### config.mk
export PLATFORM = sky130hd
export DESIGN_NAME = pnr_polarity_detect
export DESIGN_NICKNAME = d
export VERILOG_FILES = /design/src/rtl/pnr_polarity_detect.sv
export SDC_FILE = /design/constraint.sdc
export NUM_CORES = 1
export LEC_CHECK = 0
export CAP_MARGIN = 20
export CORE_MARGIN = 5
export CORE_UTILIZATION = 35
export DETAILED_ROUTE_END_ITERATION = 8
export DONT_BUFFER_PORTS = 1
export GPL_TIMING_DRIVEN = 0
export PLACE_DENSITY = 0.5
export SYNTH_ARGS = -nofsm -noshare
export SYNTH_HDL_FRONTEND = slang
export SYNTH_SLANG_ARGS = --single-unit
### constraint.sdc
create_clock -name clk_i -period 9.3 [get_ports clk_i]
set_input_delay 2.325 -clock clk_i [delete_from_list [all_inputs] [get_ports clk_i]]
set_output_delay 2.325 -clock clk_i [all_outputs]
set_load 0.005 [all_outputs]
### src/rtl/pnr_polarity_detect.sv
// Pulse-polarity calibration for the PNR 14-bit ADC stream.
// Observes 2^WIN_LOG2 samples, then decides whether pulses swing above or below the mean.
module pnr_polarity_detect #(
  parameter int unsigned DW        = 14,
  parameter int unsigned WIN_LOG2  = 16,
  parameter int unsigned MIN_SWING = 200
) (
  input  logic                 clk_i,
  input  logic                 rstn_i,
  input  logic                 start_i,
  input  logic signed [DW-1:0] adc_i,
  output logic                 busy_o,
  output logic                 done_o,
  output logic                 valid_o,
  output logic                 fail_o,
  output logic                 is_inverse_o,
  output logic signed [DW-1:0] max_o,
  output logic signed [DW-1:0] min_o
);

  localparam int unsigned AW = DW + WIN_LOG2;
  localparam int unsigned CW = WIN_LOG2;
  localparam logic signed [DW-1:0] SMIN     = {1'b1, {(DW-1){1'b0}}};
  localparam logic signed [DW-1:0] SMAX     = {1'b0, {(DW-1){1'b1}}};
  localparam logic signed [DW:0]   MIN_SPAN = (DW+1)'(MIN_SWING);
  localparam logic [CW-1:0]        CNT_LAST = {CW{1'b1}};

  typedef enum logic [1:0] {
    ST_IDLE   = 2'd0,
    ST_RUN    = 2'd1,
    ST_DECIDE = 2'd2
  } state_e;

  state_e                state_q, state_d;
  logic [CW-1:0]         cnt_q, cnt_d;
  logic signed [AW-1:0]  acc_q, acc_d;
  logic signed [DW-1:0]  run_max_q, run_max_d;
  logic signed [DW-1:0]  run_min_q, run_min_d;
  logic                  done_q, done_d;
  logic                  valid_q, valid_d;
  logic                  fail_q, fail_d;
  logic                  inv_q, inv_d;
  logic signed [DW-1:0]  max_q, max_d;
  logic signed [DW-1:0]  min_q, min_d;

  // Window statistics; DW+1 bits so rail-to-rail spans cannot wrap
  logic signed [DW-1:0]  mean;
  logic signed [DW:0]    up;
  logic signed [DW:0]    down;
  logic signed [DW:0]    span;

  assign mean = DW'(acc_q >>> WIN_LOG2);
  assign up   = (DW+1)'(run_max_q) - (DW+1)'(mean);
  assign down = (DW+1)'(mean) - (DW+1)'(run_min_q);
  assign span = (DW+1)'(run_max_q) - (DW+1)'(run_min_q);

  // State and datapath registers
  always_ff @(posedge clk_i or negedge rstn_i) begin
    if (!rstn_i) begin
      state_q   <= ST_IDLE;
      cnt_q     <= '0;
      acc_q     <= '0;
      run_max_q <= '0;
      run_min_q <= '0;
      done_q    <= 1'b0;
      valid_q   <= 1'b0;
      fail_q    <= 1'b0;
      inv_q     <= 1'b0;
      max_q     <= '0;
      min_q     <= '0;
    end else begin
      state_q   <= state_d;
      cnt_q     <= cnt_d;
      acc_q     <= acc_d;
      run_max_q <= run_max_d;
      run_min_q <= run_min_d;
      done_q    <= done_d;
      valid_q   <= valid_d;
      fail_q    <= fail_d;
      inv_q     <= inv_d;
      max_q     <= max_d;
      min_q     <= min_d;
    end
  end

  // Next-state and next-output logic
  always_comb begin
    state_d   = state_q;
    cnt_d     = cnt_q;
    acc_d     = acc_q;
    run_max_d = run_max_q;
    run_min_d = run_min_q;
    done_d    = 1'b0;
    valid_d   = valid_q;
    fail_d    = fail_q;
    inv_d     = inv_q;
    max_d     = max_q;
    min_d     = min_q;

    unique case (state_q)
      ST_IDLE: begin
        if (start_i) begin
          state_d   = ST_RUN;
          cnt_d     = '0;
          acc_d     = '0;
          run_max_d = SMIN;
          run_min_d = SMAX;
        end
      end

      ST_RUN: begin
        acc_d = acc_q + AW'(adc_i);
        if (adc_i > run_max_q) run_max_d = adc_i;
        if (adc_i < run_min_q) run_min_d = adc_i;
        cnt_d = cnt_q + CW'(1);
        if (cnt_q == CNT_LAST) state_d = ST_DECIDE;
      end

      ST_DECIDE: begin
        state_d = ST_IDLE;
        done_d  = 1'b1;
        max_d   = run_max_q;
        min_d   = run_min_q;
        // Too little swing: flag it but keep the previously held polarity
        if (span < MIN_SPAN) begin
          fail_d = 1'b1;
        end else begin
          fail_d  = 1'b0;
          valid_d = 1'b1;
          inv_d   = (down > up);
        end
      end

      default: state_d = ST_IDLE;
    endcase
  end

  assign busy_o       = (state_q != ST_IDLE);
  assign done_o       = done_q;
  assign valid_o      = valid_q;
  assign fail_o       = fail_q;
  assign is_inverse_o = inv_q;
  assign max_o        = max_q;
  assign min_o        = min_q;

endmodule

* After elaboration in Yosys (flattened, before gate mapping)
Index checks and enable logic that the tools add are counted.
Operators by class: $add $sub $neg 5, order comparisons 4, equality and inequality tests 7, mux-type cells 15, bitwise operators 1, reductions and logical operators 8
Operator list (number):
- 30-bit case mux with 2 select lines | 1
- 14-bit two-way mux | 4
- 14-bit case mux with 2 select lines | 2
- 14-bit by 14-bit subtractor with 15-bit output | 3
- 16-bit case mux with 2 select lines | 1
- 30-bit by 14-bit adder with 30-bit output | 1
- 30-bit two-way mux | 1
- 16-bit by 1-bit adder with 16-bit output (second input constant) | 1
- 16-bit == test (second input constant) | 1
- 16-bit two-way mux | 1
- 15-bit greater-than comparator | 1
- 15-bit by 9-bit < comparator with 1-bit output (second input constant) | 1
- 14-bit greater-than comparator | 1
- 14-bit < comparator | 1
- 2-bit inequality test (second input constant) | 4
- 2-bit AND reduction | 3
- 3-bit AND reduction | 2
- 2-bit two-way mux | 2
- 2-bit case mux with 2 select lines | 1
- 2-bit nonzero test | 2
- 2-bit by 1-bit == test with 1-bit output (second input constant) | 1
- 2-bit == test (second input constant) | 1
- 2-bit logical NOT | 1
- 1-bit two-way mux | 2
- 1-bit NOT | 1
Word-level totals: register bits 108, input bits 17, word-level logic and storage cells 51

* Longest topological paths before layout
Gate-level depths: netlist of run 1.
depth after elaboration 4, mapped depth 23, gate-level depth less buffers 23

* Worst setup path before layout of run 1
OpenSTA, ideal clock, no wires.
path type input port to flip-flop, start point input adc_i[0], end point register acc_q[28], setup time 0.141 ns, arrival 4.538 ns, data required time 9.159 ns, setup slack 4.621 ns, cell stages on the path 11, path buffers 0, cell sequence ha_1 > fa_1 > a21o_1 > a21o_2 > a21oi_1 > o31ai_1 > a41oi_2 > o211ai_1 > a31oi_1 > xor2_1 > o22ai_1
Between the ends: longest elaborated chain between the ends 2
RTL lines:
- start: declaration | RTL line 11 | input logic signed [DW-1:0] adc_i,
- 30-bit by 14-bit adder with 30-bit output | RTL line 112 | acc_d = acc_q + AW'(adc_i);
- 30-bit case mux with 2 select lines | RTL line 100 | unique case (state_q)
- end signal: assignment | RTL line 62 | acc_q <= '0;
- end signal: assignment | RTL line 74 | acc_q <= acc_d;
- end: declaration | RTL line 36 | logic signed [AW-1:0] acc_q, acc_d;
Every way passes these cells. A chain may end at the register's enable or synchronous reset.

* Final worst setup path of run 1
start point register run_max_q[0], end point register inv_q (netlist: is_inverse_o)
Between the ends: longest elaborated chain between the ends 4
RTL lines:
- start: declaration | RTL line 37 | logic signed [DW-1:0] run_max_q, run_max_d;
- start signal: assignment | RTL line 75 | run_max_q <= run_max_d;
- 14-bit by 14-bit subtractor with 15-bit output | RTL line 55 | assign span = (DW+1)'(run_max_q) - (DW+1)'(run_min_q);
- 15-bit by 9-bit < comparator with 1-bit output | RTL line 125 | if (span < MIN_SPAN) begin
- 1-bit NOT (no line)
- 2-bit AND reduction (no line)
- end signal: assignment | RTL line 80 | inv_q <= inv_d;
- end: declaration | RTL line 42 | logic inv_q, inv_d;
Several ways; a longest one is shown, not always the timed one.

==> impl_metrics.yaml, run 1 <==
clock_tree:
  clk_pin_slew_worst_paths_ps: 80
  cts_buffers: 9
  cts_resized: 0
  root_buffer: "clkbuf_16"
  cts_sinks: 108
  cts_tree: "built"
  clock_path_buffers: 2
  clk_latency_ps: 360
  cts_hold_buf: 0
  cts_htree_levels: 3
  cts_setup_buffers: 0
drt:
  wl_per_cell_um: 18.20
  wl_um: 23240
  vias: 6762
  dr.pass1.iters: 5
  via_per_inst: 5.295
  drt_iter0_markers: 412
  ant_nets: 0
  route.detailed.drc: 0
worst_setup_path:
  worstPathMaxFanout: 4
  worstPathRequired_ps: 9590
  slowest_stage: "a2111oi_0"
  cp.arrival_ps: 6180
  crit_buf_inv: 3
  slowest_delay_ps: 750
  crit_path_start: "run_max_q[0]"
  setup.worst_path.end_class: "flop"
  cp_top_family: "compound AO/OA/AOI/OAI gates"
  start_kind: "flop"
  worstPathCellList: "inv_1, ha_1, inv_1, fa_1, a21o_1, a21oi_1, o21bai_1, a21oi_1, nor2b_1, o21a_1, o31a_1, o41ai_2, o221ai_1, ha_1, nand4_1, nor2_1, nand2_1, a2111oi_0, nor3_1, a2111oi_0, dlymetal6s2s_1, a311oi_1, a2bb2oi_1, o21ai_1"
  worstSetupPathType: "flop to flop"
  r2r_start: "run_max_q[0]"
sta:
  slew_headroom: 0.3671
  setup_violations: 0
  min_period_ps: 5887
  rsz0062_at_grt: "no"
  clock_skew_ps: 7.114
  slew_viol_final: 0
  tns_ps: 0
  timing.hold.ws_ps: 493.5
  worst_pin_slew_ps: 925.4
  fin_crit_sh: 0.6331
  max_freq_ghz: 0.1699
  hold_violations: 0
global_route:
  grt_pass1_vias: 6558
  grt_overflow: 0
  grt_pass1_wl_um: 36730
  grt_usage: 0.1756
  antenna_found_initial: 0
  grt_max_degree: 109
synth:
  netlist_area_mm2: 0.008335
  synth_top_area_frac: 0.3242
  syn_inst: 941
  synthDistinctLibCells: 71
  yosys.area.top_type: "dfrtp_1"
  yosysWarnings: 0
  synth_seq_area_share: 0.3242
  synth-async-reset-ratio: 1.000
  synth_edf_count: 0
  synthFlopType: "dfrtp_1"
  synth-seq-cells: 108
  synth.net_count: 1074
  synthTopCellsByArea: "dfrtp_1, ha_1, o21ai_0"
  synth.avg_cell_area_um2: 8.858
power_and_ir_drop:
  ir_worst_vdd_mv: 0.1633
  leakagePower_nw: 4.230
  p_per_area_mw_per_mm2: 435.4
place:
  dp_hpwl_um: 18230
  dp_cells: 1260
  port_buffers: 0
  globalplace.congestion: 0.8046
finish:
  nFillCells: 2421
  layout_commonest_cell: "ha_1"
  multi_input_area_mm2: 0.005251
  diodes: 0
  area_delta_synth_final_pct: 8.331
  drive_gt1_frac: 0.04175
  final_nets: 1086
  instances_no_fill: 1277
  seq_area_mm2: 0.002703
  layout_common_cells: "ha_1, dfrtp_1, nand2_1"
min_path:
  hold_path.startpoint: "acc_q[15]"
  min_path_type: "flop to flop"
floorplan:
  fp-row-count: 56
  coreArea_mm2: 0.02347
  die_h_um: 164.3
  die_area_mm2: 0.02700
  fp.dieW_um: 164.3
  start_util: 0.3551
  ios: 50
flow_run:
  drv_cap: 0
run_status:
  outcome: "completed"
==> worst reg2reg max path: cells and delay by family, from the launching register on <==
family                   cells  cell delay, ps
flip-flops                   1             460
AND/OR/NAND/NOR              5             630
AO/OA/AOI/OAI               13            3250
adder cells (fa/ha/maj)      3             970
buffers and inverters        3             490
==> cells in the mapped netlist, drive strengths merged (4+ instances only) <==
cell	instances
o21bai	13
nor2	53
o22a	13
mux2i	5
o21a	14
and2	5
a21oi	49
inv	76
o31ai	7
xnor2	26
o21ai	88
a211oi	9
nand3	22
ha	113
clkbuf	18
a21o	27
a22o	22
nor3	25
o22ai	12
nand2b	8
o211ai	5
a31oi	10
dfrtp	108
nor2b	12
and3	13
xor2	22
or3	7
nand4	13
buf	4
nand2	93
or2	5
==> metrics by stage <==
stage	area [um2]	total power, mW	setup slack, ps	util
after floorplan	8335	2.920	4621	-
after global placement	8735	3.516	3035	0.3721
after detailed placement	8735	3.533	3055	0.3721
after CTS	9017	3.948	3015	0.3842
after global routing	9030	4.350	2995	0.3847
final	9030	3.932	3413	0.3847
==> worst paths after layout <==
path,end,slack [ps],cells past startpoint
hold / removal,acc_q[15],490,2
hold reg to reg,acc_q[15],490,2
max in group asynchronous,min_o[11],7410,0
min in group asynchronous,cnt_q[10],1660,0
setup / recovery,is_inverse_o,3410,24
setup reg to reg,is_inverse_o,3410,24
==> area by class of cell <==
| type | instances | share of cell area |
|---|---|---|
| Clock buffer | 9 | 0.02494 |
| Timing Repair Buffer | 1 | 0.001386 |
| Sequential cell | 108 | 0.2993 |
| Buffer | 22 | 0.01067 |
| Multi-Input combinational cell | 735 | 0.5815 |
| Inverter | 76 | 0.03159 |
| Tap cell | 319 | 0.04420 |
| Clock inverter | 7 | 0.006374 |
==> registers in the layout, indices dropped and copies added (netlist names), 2 cells and up <==
register and count:
acc_q 30, cnt_q 16, max_o 14, min_o 14
run_max_q 14, run_min_q 14, state_q 2
==> metal layers <==
layer	GRT usage	part of all wire
met4	0.02631	0.0078
met3	0.02961	0.032
met5	0	0
met2	0.2831	0.45
met1	0.2526	0.51
==> logic make-up after synthesis <==
logic type / count (synthesis) / synth area share
xor gates and xnor gates: 48 / 0.05043
DFF: 108 / 0.3242
muxes: 7 / 0.008706
adders and majority gates: 117 / 0.1780
buffers and inverters: 98 / 0.04578
AOI/OAI and AO/OA: 302 / 0.2454
and+or+nand+nor: 261 / 0.1474
==> where the power goes <==
group / internal (mW) / leakage, nW / total, mW / switching (mW)
registers: 0.609 / 1.32 / 0.757 / 0.148
clock network: 0.187 / 0.135 / 0.387 / 0.200
logic: 1.25 / 2.78 / 2.79 / 1.54
total: 2.05 / 4.23 / 3.93 / 1.89
Power figures use the tool's default switching activity.
==> run 2: changes to the inputs <==
==> constraint.sdc (replaced) <==
create_clock -name clk_i -period 6 [get_ports clk_i]
set_input_delay 1.5 -clock clk_i [delete_from_list [all_inputs] [get_ports clk_i]]
set_output_delay 1.5 -clock clk_i [all_outputs]
set_load 0.005 [all_outputs]
==> run 2 against run 1 <==
Effect of this change: cell count about the same; clock power rose by 55%; worst hold slack about the same; total power rose by 56%; sequential share of layout area is the same; critical path type unchanged; largest cell class unchanged; highest routed layer unchanged.
==> impl_metrics.yaml, run 2 (same netlist as run 1, synthesis figures left out) <==
run_status:
  outcome: "completed"
worst_setup_path:
  slowest_delay_ps: 470
  worstSetupPathType: "flop to flop"
  cp.arrival_ps: 5790
  worstPathCellList: "inv_1, ha_1, inv_1, fa_1, a21o_1, a21oi_1, o21bai_1, a21oi_1, nor2b_1, o21a_1, o31a_1, o41ai_2, o221ai_1, ha_1, nand4_1, nor2_1, nand2_1, a2111oi_2, nor3_1, a2111oi_2, a311oi_1, a2bb2oi_1, o21ai_1"
  worstPathMaxFanout: 4
  reg2reg_setup_slack_ps: 500
  slowest_stage: "a2111oi_2"
  start_kind: "flop"
  setup.worst_path.end_class: "flop"
  worstPathRequired_ps: 6290
power_and_ir_drop:
  p_per_area_mw_per_mm2: 679.6
  fin_total_pwr_mw: 6.137
  leakagePower_nw: 4.210
  ir_worst_vdd_mv: 0.2502
sta:
  clock_skew_ps: 7.045
  worst_pin_slew_ps: 643.0
  slew_headroom: 0.5677
  hold_violations: 0
  rsz0062_at_grt: "no"
  fin_crit_sh: 0.9166
  min_period_ps: 5500
  worst_slack_ps: 500.3
  setup_violations: 0
  slew_viol_final: 0
  max_freq_ghz: 0.1818
flow_run:
  drv_cap: 0
floorplan:
  fp-row-count: 56
  coreArea_mm2: 0.02347
  die_h_um: 164.3
  start_util: 0.3551
  ios: 50
  fp.dieW_um: 164.3
  die_area_mm2: 0.02700
place:
  pre_cts_ws_ps: -245.1
  dp_hpwl_um: 18230
  dpl-instance-area_mm2: 0.008735
  port_buffers: 0
  globalplace.congestion: 0.8046
finish:
  layout_commonest_cell: "ha_1"
  diodes: 0
  largest_registers: "acc_q (30), cnt_q (16)"
  final_nets: 1085
  top_register: "acc_q"
  largest_reg_flops: 30
  finish.utilization: 0.3847
  layout_common_cells: "ha_1, dfrtp_1, nand2_1"
  fin_area_mm2: 0.009030
  drive_gt1_frac: 0.04389
  area_delta_synth_final_pct: 8.331
drt:
  ant_nets: 0
  wl_per_cell_um: 18.20
  vias: 6738
  dr.pass1.iters: 5
  route.detailed.drc: 0
  via_per_inst: 5.281
  drt_iter0_markers: 490
  wl_um: 23230
global_route:
  grt_max_degree: 109
  grt_pass1_vias: 6561
  use_met1: 0.2527
  use_met3: 0.02961
  grt_pass1_wl_um: 36740
  antenna_found_initial: 0
  top_usage_layer: "met2"
  grt_overflow: 0
  use_met2: 0.2831
  grt_usage: 0.1757
clock_tree:
  root_buffer: "clkbuf_16"
  clk_latency_ps: 360
  cts_htree_levels: 3
  cts_buffers: 9
  clk_pin_slew_worst_paths_ps: 80
  cts_tree: "built"
  cts_sinks: 108
  cts_setup_buffers: 0
  clock_path_buffers: 2
min_path:
  min_path_type: "flop to flop"
## run 2: path summary, 6_finish.rpt
| check | end | start | cells past startpoint |
|---|---|---|---|
| setup / recovery | is_inverse_o | run_max_q[0] | 23 |
| hold / removal | acc_q[15] | acc_q[15] | 2 |
| setup reg to reg | is_inverse_o | run_max_q[0] | 23 |
| hold reg to reg | acc_q[15] | acc_q[15] | 2 |
| max in group asynchronous | min_o[11] | rstn_i | 0 |
| min in group asynchronous | cnt_q[10] | rstn_i | 0 |
## run 2: report_power, final
group	switching [mW]	leakage, nW	internal (mW)
Sequential	0.229	1.32	0.945
Clock	0.310	0.135	0.290
Combinational	2.42	2.76	1.94
Total	2.96	4.21	3.17
## run 2: layout make-up
class | count | area [um2]
fill | 2421 | 14440
multi-input combinational | 735 | 5264
sequential | 108 | 2703
tap | 319 | 399.1
inverter | 76 | 285.3
clock buffer | 9 | 225.2
buffer | 22 | 96.34
clock inverter | 7 | 57.56
## run 2: stage by stage
stage | cells | hold slack [ps] | TNS (ps)
after floorplan | 941 | 451.0 | 0
after global placement | 1260 | 467.8 | -264.8
after detailed placement | 1260 | 480.1 | -245.1
after CTS | 1276 | 498.8 | 0
after global routing | 1276 | 512.7 | 0
final | 1276 | 493.7 | 0
## run 2: repair_timing
action	CTS	global route
hold buffers	0	0
resized for setup	2	2
endpoints found under the setup margin	1	1
## run 2: layer usage
| layer | up-vias | part of all wire |
|---|---|---|
| li1 | 3453 | - |
| met1 | 3197 | 0.51 |
| met2 | 76 | 0.45 |
| met3 | 12 | 0.032 |
| met4 | 0 | 0.0078 |
| met5 | - | 0 |
## run 2: critical path: cells and delay by family (launching register included)
family,cells,cell delay (ps)
compound gates,13,3050
fa+ha+maj,3,970
simple gates,5,660
flops,1,460
buf+inv,2,270
==> run 3: changes to the inputs <==
--- a/config.mk
+++ b/config.mk
@@ -12,6 +12,7 @@
 export DONT_BUFFER_PORTS = 1
 export GPL_TIMING_DRIVEN = 0
 export PLACE_DENSITY = 0.5
+export SLEW_MARGIN = 30
 export SYNTH_ARGS = -nofsm -noshare
 export SYNTH_HDL_FRONTEND = slang
 export SYNTH_SLANG_ARGS = --single-unit
==> constraint.sdc (replaced) <==
create_clock -name clk_i -period 6 [get_ports clk_i]
set_input_delay 1.5 -clock clk_i [delete_from_list [all_inputs] [get_ports clk_i]]
set_output_delay 1.5 -clock clk_i [all_outputs]
set_load 0.1 [all_outputs]
==> run 3 against run 2 <==
Effect of this change: clock skew rose by 1.0 ps; clock power is essentially flat; sequential power about the same; count of clock-buffer cells in the layout is 3 higher; sequential share of layout area barely moved; combinational power is essentially flat; largest cell class unchanged.
==> impl_metrics.yaml, run 3 (same netlist as run 1, synthesis figures left out) <==
min_path:
  whs_path_depth: 2
  hold_path.startpoint: "acc_q[15]"
  min_path_type: "flop to flop"
  hold_end: "acc_q[15]"
global_route:
  grt_usage: 0.1745
  antenna_found_initial: 0
  grt_overflow: 0
  grt_pass1_wl_um: 36480
  grt_max_degree: 109
  grt_pass1_vias: 6477
worst_setup_path:
  worstSetupPathType: "flop to flop"
  cp.arrival_ps: 5810
  setup.worst_path.end_class: "flop"
  reg2reg_setup_slack_ps: 470
  worstPathMaxFanout: 4
  reg2regPathDepth: 23
  r2r_start: "run_max_q[0]"
  start_kind: "flop"
  timing.rr.end: "is_inverse_o"
  worstPathRequired_ps: 6280
clock_tree:
  clk_pin_slew_worst_paths_ps: 70
  cts_htree_levels: 3
  cts_sinks: 108
  cts_setup_buffers: 0
  cts_buffers: 9
  clock_path_buffers: 2
  cts_tree: "built"
  clk_latency_ps: 360
  root_buffer: "clkbuf_16"
drt:
  route.detailed.drc: 0
  vias: 6709
  ant_nets: 0
  wl_per_cell_um: 18.08
  via_per_inst: 5.258
  drt_iter0_markers: 477
  wl_um: 23060
  dr.pass1.iters: 5
floorplan:
  start_util: 0.3551
  coreArea_mm2: 0.02347
  die_h_um: 164.3
  die_area_mm2: 0.02700
  fp.dieW_um: 164.3
  fp-row-count: 56
  ios: 50
power_and_ir_drop:
  ir_worst_vdd_mv: 0.2488
  p_per_area_mw_per_mm2: 678.7
  leakagePower_nw: 4.214
finish:
  nFillCells: 2387
  diodes: 0
  largest_reg_flops: 30
  layout_commonest_cell: "ha_1"
  multi_input_area_mm2: 0.005264
  instances_no_fill: 1276
  layout_common_cells: "ha_1, dfrtp_1, nand2_1"
  seq_area_mm2: 0.002703
  area_delta_synth_final_pct: 8.421
  top_register: "acc_q"
  largest_registers: "acc_q (30), cnt_q (16)"
  drive_gt1_frac: 0.04284
  final_nets: 1085
sta:
  worst_pin_slew_ps: 978.5
  min_period_ps: 5530
  slew_viol_final: 0
  clock_skew_ps: 8.080
  rsz0062_at_grt: "no"
  setup_violations: 0
  timing.hold.ws_ps: 490.2
  hold_violations: 0
  slew_headroom: 0.3477
  max_freq_ghz: 0.1808
  fin_crit_sh: 0.9217
place:
  globalplace.congestion: 0.8046
  dp_hpwl_um: 18130
  port_buffers: 0
  dp_cells: 1260
flow_run:
  drv_cap: 0
run_status:
  outcome: "completed"
==> run 3: cell type report <==
| class | instances | area share |
|---|---|---|
| multi-input combinational | 735 | 0.5824 |
| sequential | 108 | 0.2990 |
| tap | 319 | 0.04416 |
| inverter | 76 | 0.03157 |
| clock buffer | 12 | 0.02838 |
| buffer | 22 | 0.01066 |
| clock inverter | 4 | 0.003738 |
==> run 3: worst max path at each step <==
stage	end	cells past startpoint	startpoint	slack, ps
floorplan	is_inverse_o	23	run_max_q[0]	1460
global placement	is_inverse_o	23	run_max_q[0]	-270
detailed placement	is_inverse_o	23	run_max_q[0]	-100
CTS	is_inverse_o	23	run_max_q[0]	30
global route	is_inverse_o	23	run_max_q[0]	120
finish	is_inverse_o	23	run_max_q[0]	470
==> run 3: metrics by stage <==
| stage | setup slack [ps] | cell area, um2 | util | setup TNS, ps | power [mW] |
|---|---|---|---|---|---|
| 6_report | 469.9 | 9037 | 0.3850 | 0 | 6.134 |
| 3_5_place_dp | -103.8 | 8736 | 0.3722 | -103.8 | 5.466 |
| 3_3_place_gp | -271.9 | 8735 | 0.3721 | -271.9 | 5.450 |
| 2_1_floorplan | 1459 | 8335 | - | 0 | 4.526 |
| 5_1_grt | 116.6 | 9037 | 0.3850 | 0 | 6.776 |
| 4_1_cts | 32.57 | 9027 | 0.3846 | 0 | 6.107 |
==> run 3: what timing repair did <==
action	4_1_cts	5_1_grt
resized for setup	1	2
hold buffers	0	0
setup endpoints to repair	1	1
cloned	0	0
==> run 3: critical path: stages, from the launching register on <==
cell       delay, ps
dfrtp_1          450
inv_1            230
ha_1             210
inv_1             50
fa_1             410
a21o_1           180
a21oi_1          230
o21bai_1         110
a21oi_1          290
nor2b_1           80
o21a_1           190
o31a_1           270
o41ai_2          320
o221ai_1         200
ha_1             350
nand4_1          100
nor2_1           190
nand2_1          160
a2111oi_2        380
nor3_1           120
a2111oi_2        470
a311oi_1         180
a2bb2oi_1        150
o21ai_1          120
==> run 3: layer usage <==
layer  vias to the layer above  GRT usage  part of all wire
li1                       3461          -                 -
met1                      3157     0.2565              0.51
met2                        82     0.2783              0.45
met5                         -          0                 0
met3                         9    0.02509             0.034
met4                         0    0.02554            0.0056
==> run 3: power breakdown <==
part / internal [mW] / switching (mW)
Combinational: 1.94 / 2.43
Clock: 0.308 / 0.289
Sequential: 0.945 / 0.225
